File: config.mk
export PLATFORM = sky130hd
export DESIGN_NAME = ksa_pipe
export DESIGN_NICKNAME = d
export VERILOG_FILES = /design/src/rtl/ksa_pkg.sv /design/src/rtl/ksa_prefix_level.sv /design/src/rtl/ksa_pipe.sv
export SDC_FILE = /design/constraint.sdc
export NUM_CORES = 1
export LEC_CHECK = 0
export ABC_AREA = 1
export CAP_MARGIN = 0
export CORE_AREA = 2 2 132 134
export CTS_CLUSTER_SIZE = 10
export DETAILED_ROUTE_END_ITERATION = 12
export DIE_AREA = 0 0 134 136
export DONT_BUFFER_PORTS = 1
export GPL_TIMING_DRIVEN = 1
export PLACE_DENSITY = 0.74
export SLEW_MARGIN = 40
export SYNTH_ARGS = -nofsm -noshare
export SYNTH_HDL_FRONTEND = slang
export SYNTH_HIERARCHICAL = 1
export SYNTH_SLANG_ARGS = --single-unit
export TNS_END_PERCENT = 20
File: constraint.sdc
create_clock -name clk -period 3.1 [get_ports clk]
set_input_delay 0.31 -clock clk [delete_from_list [all_inputs] [get_ports clk]]
set_output_delay 0.31 -clock clk [all_outputs]
set_load 0.01 [all_outputs]
File: src/rtl/ksa_pkg.sv
// ksa_pkg: shared constants and prefix-cell helpers for the pipelined Kogge-Stone adder
package ksa_pkg;
  function automatic int clog2(input int n);
    int r = 0;
    while ((1 << r) < n) r++;
    return r;
  endfunction
  function automatic logic [1:0] combine(input logic gi, input logic pi, input logic gj, input logic pj);
    return {gi | (pi & gj), pi & pj};
  endfunction
endpackage

File: src/rtl/ksa_prefix_level.sv
// ksa_prefix_level: one registered Kogge-Stone prefix level of span SPAN
module ksa_prefix_level import ksa_pkg::*; #(
  parameter int WIDTH = 16,
  parameter int SPAN = 1
) (
  input  logic             clk,
  input  logic             rst,
  input  logic             adv,
  input  logic             in_valid,
  input  logic [WIDTH-1:0] in_p,
  input  logic [WIDTH-1:0] in_g,
  input  logic [WIDTH-1:0] in_pp,
  input  logic             in_c0,
  output logic             out_valid,
  output logic [WIDTH-1:0] out_p,
  output logic [WIDTH-1:0] out_g,
  output logic [WIDTH-1:0] out_pp,
  output logic             out_c0
);
  logic [WIDTH-1:0] g_n, pp_n;
  always_comb begin
    g_n = in_g;
    pp_n = in_pp;
    for (int i = SPAN; i < WIDTH; i++) {g_n[i], pp_n[i]} = combine(in_g[i], in_pp[i], in_g[i-SPAN], in_pp[i-SPAN]);
  end
  always_ff @(posedge clk) begin
    if (rst) out_valid <= 1'b0;
    else if (adv) begin
      out_valid <= in_valid;
      out_p <= in_p;
      out_g <= g_n;
      out_pp <= pp_n;
      out_c0 <= in_c0;
    end
  end
endmodule

File: src/rtl/ksa_pipe.sv
// ksa_pipe: pipelined Kogge-Stone adder/subtractor, one register per prefix level, valid/ready stall
module ksa_pipe import ksa_pkg::*; #(
  parameter int WIDTH = 16
) (
  input  logic             clk,
  input  logic             rst,
  input  logic             in_valid,
  output logic             in_ready,
  input  logic [WIDTH-1:0] a,
  input  logic [WIDTH-1:0] b,
  input  logic             cin,
  input  logic             sub,
  output logic             out_valid,
  input  logic             out_ready,
  output logic [WIDTH-1:0] sum,
  output logic             cout,
  output logic             ovf
);
  localparam int LEVELS = clog2(WIDTH);
  logic adv, c0, v0, c0_q;
  logic [WIDTH-1:0] bx, p0, g0, cy, sum_n;
  logic v_s [LEVELS+1];
  logic c_s [LEVELS+1];
  logic [WIDTH-1:0] p_s [LEVELS+1];
  logic [WIDTH-1:0] g_s [LEVELS+1];
  logic [WIDTH-1:0] pp_s [LEVELS+1];
  assign adv = out_ready | ~out_valid;
  assign in_ready = adv;
  assign bx = sub ? ~b : b;
  assign c0 = sub | cin;
  // carry-in is folded into bit 0 as the generate of a virtual bit -1
  always_ff @(posedge clk) begin
    if (rst) v0 <= 1'b0;
    else if (adv) begin
      v0 <= in_valid;
      p0 <= a ^ bx;
      g0 <= (a & bx) | {{(WIDTH-1){1'b0}}, (a[0] ^ bx[0]) & c0};
      c0_q <= c0;
    end
  end
  assign v_s[0] = v0;
  assign p_s[0] = p0;
  assign g_s[0] = g0;
  assign pp_s[0] = p0;
  assign c_s[0] = c0_q;
  for (genvar k = 1; k <= LEVELS; k++) begin : g_lvl
    ksa_prefix_level #(.WIDTH(WIDTH), .SPAN(1 << (k-1))) u_lvl (
      .clk(clk),
      .rst(rst),
      .adv(adv),
      .in_valid(v_s[k-1]),
      .in_p(p_s[k-1]),
      .in_g(g_s[k-1]),
      .in_pp(pp_s[k-1]),
      .in_c0(c_s[k-1]),
      .out_valid(v_s[k]),
      .out_p(p_s[k]),
      .out_g(g_s[k]),
      .out_pp(pp_s[k]),
      .out_c0(c_s[k])
    );
  end
  assign cy = g_s[LEVELS];
  assign sum_n = p_s[LEVELS] ^ {cy[WIDTH-2:0], c_s[LEVELS]};
  always_ff @(posedge clk) begin
    if (rst) begin
      out_valid <= 1'b0;
      sum <= '0;
      cout <= 1'b0;
      ovf <= 1'b0;
    end else if (adv) begin
      out_valid <= v_s[LEVELS];
      if (v_s[LEVELS]) begin
        sum <= sum_n;
        cout <= cy[WIDTH-1];
        ovf <= cy[WIDTH-2] ^ cy[WIDTH-1];
      end
    end
  end
endmodule
==> flow_metrics.tcl <==
set metrics [dict create \
    leakage_power_figure_nw 4.156 \
    slew_viols_final 0 \
    cts.reportedPaths.clkPinSlew_ps 50 \
    drc_errors 0 \
    grt_first_pass_wirelength_um 19690 \
    vdd_drop_max_mv 0.5025 \
    postSynthAreaPerCell_um2 13.33 \
    count_of_cells_resized_by_post_cts_repair 0 \
    crit_path_max_fanout 24 \
    max_slew_headroom_at_the_worst_pin_pct 62.30 \
    crit_path_cell_trace "nand2_4 -> inv_1 -> nor2_4 -> buf_16" \
    fp.dieArea_um2 18220 \
    cts.htree.levels 1 \
    die_height_um 136 \
    setup_viol_count_final 0 \
    min_path_type "in2reg" \
    clock_latency_of_the_later_clocked_register_in_the_worst_skew_pair_ps 510 \
    detailedPlacementHpwl_um 7632 \
    largest_net_degree_at_the_start_of_global_routing 48 \
    finalCritPeriodShare_pct 54.28 \
    route.layer.met1.wl_um 5076 \
    n_antenna_cell 0 \
    drv_cap 0 \
    number_of_buffers_created_by_cts 26 \
    drtAntennaViolNets 0 \
    fp-row-count 48 \
    grt_overflow_total 0 \
    cts.path.max_buffers 3 \
    netlist_area_um2 8371 \
    grt_pass1_vias 4129 \
    hold_path_startpoint "a[2]" \
    worst-endpoint-arrival_ps 1890 \
    wl_um 11350 \
    layout.nets 717 \
    tritoncts "yes" \
    cts-root-buf "sky130_fd_sc_hd__clkbuf_16" \
    worst-path-stages 4 \
    die-width_um 134 \
    vias_per_cell 4.464 \
    period_needed_ps 1683 \
    worst-r2r-cell-count 4 \
    power.density_cell_area_nw_per_um2 688.2 \
    met2RoutedLength_um 5417 \
    outcome "completed" \
    timing.critical_path.max_delay_family "simple AND/OR/NAND/NOR gates" \
    rsz0062_at_grt "no" \
    fp.coreArea_um2 16880 \
    io_buffers 0 \
    crit_path_start_kind "register" \
    crit_required_ps 3310 \
    worst_pin_slew_ps 565.6 \
    synthToLayoutAreaGrowth_pct 13.14 \
    timing.critical_path.to_type "register" \
    crit_reg_reg_startpoint "out_valid$_SDFFE_PP0P_" \
    hold_viol_final 0 \
    min_path_cells 1 \
    netlist_instances 628 \
    tritoncts_num_sinks 223 \
    crit_type "reg2reg" \
    initial_core_utilization_pct 49.60 \
    grt_util_all_layers_pct 13.45 \
    final_layout_size_suffix_gt1_share_pct 6.686 \
    wl_met3_um 570 \
    post_drt_wl_per_cell_um 12.64 \
    final.setup_skew_ps 8.554 \
    ys_warn_count 6 \
    crit_start "out_valid$_SDFFE_PP0P_" \
    timing.critical_path.slowest_stage_cell "sky130_fd_sc_hd__nor2_4" \
    antenna_found_initial 0 \
    route.top_layer_used "met4" \
    dr.first_iter.drc_count 260 \
    postSynthNetCount 682 \
    io_pins 58 \
    place_congestion 0.7494 \
    critical-path-max-stage-delay_ps 440 \
    finalNonFillerCells 898 \
    maximum_clock_frequency_mhz 594.3 \
    setup_tns_final_ps 0 \
    critical_path.n_buffers_inverters 2 \
    place_inst 852 \
    total_vias_in_the_final_route 4009 \
    first_drt_pass_iteration_count 4 \
]
## power by group
| part | leakage [nW] | switching (mW) | internal, mW |
|---|---|---|---|
| sequential | 2.14 | 0.117 | 3.55 |
| combinational | 1.66 | 0.155 | 0.103 |
| clock | 0.351 | 1.02 | 1.56 |
## per-stage QoR
stage               instance area [um^2]  setup slack [ps]  util, %  hold slack [ps]  power, mW
floorplan                           8371             73.13        -            379.1      3.888
global placement                    8643              1286    51.22            395.5      3.957
detailed placement                  8671              1431    51.38            396.4      3.986
CTS                                 9470              1398    56.12           0.4117      6.593
global route                        9470              1298    56.12           0.7485      6.801
finish                              9470              1417    56.12            18.29      6.518
## layout by cell type, fill, tap and decap left out, types with 2 or more instances in the layout
cell / n
sky130_fd_sc_hd__inv_1: 107
sky130_fd_sc_hd__clkinv_2: 2
sky130_fd_sc_hd__a21o_1: 26
sky130_fd_sc_hd__xor2_1: 16
sky130_fd_sc_hd__ha_1: 16
sky130_fd_sc_hd__clkbuf_16: 27
sky130_fd_sc_hd__buf_4: 4
sky130_fd_sc_hd__dlygate4sd3_1: 8
sky130_fd_sc_hd__nor2_2: 6
sky130_fd_sc_hd__nand2_1: 146
sky130_fd_sc_hd__a21oi_1: 2
sky130_fd_sc_hd__nand2_4: 2
sky130_fd_sc_hd__dfxtp_1: 24
sky130_fd_sc_hd__nor2_4: 3
sky130_fd_sc_hd__clkbuf_1: 9
sky130_fd_sc_hd__nor2_1: 71
sky130_fd_sc_hd__edfxtp_1: 199
## state kept, by name (all words and copies together) (netlist names)
signal,count
g_lvl.u_lvl/out_pp,34
g_lvl.u_lvl/out_valid,4
ovf,1
g_lvl.u_lvl/out_p,64
sum,16
g_lvl.u_lvl/out_c0,4
p0,16
g_lvl.u_lvl/out_g,64
out_valid,1
v0,1
cout,1
c0_q,1
g0,16
## area by class of cell
| type | instances | area (um^2) |
|---|---|---|
| Timing Repair Buffer | 13 | 137.6 |
| Multi-Input combinational cell | 291 | 1470 |
| Tap cell | 225 | 281.5 |
| Clock buffer | 36 | 709.4 |
| Inverter | 108 | 405.4 |
| Clock inverter | 2 | 10.01 |
| Sequential cell | 223 | 6456 |
| Fill cell | 1326 | 7406 |
## routing by layer
metal	GRT usage (%)	vias to the layer above
met5	0	-
met1	17.65	1786
li1	-	2111
met2	22.51	83
met4	4.374	0
met3	2.946	29
## repair_timing
action	CTS	global route
hold buffers	8	0
setup buffers	0	0
hold endpoints to repair	12	0
## worst paths after layout
kind	to	slack (ps)
worst max-delay path	g_lvl[3].u_lvl/out_p[0]$_DFFE_PP_	1420
worst min register to register	g_lvl[3].u_lvl/out_p[12]$_DFFE_PP_	410
worst max register to register	g_lvl[3].u_lvl/out_p[0]$_DFFE_PP_	1420
worst min-delay path	p0[2]$_DFFE_PP_	20
No activity file was read; power rests on OpenSTA's default activity.
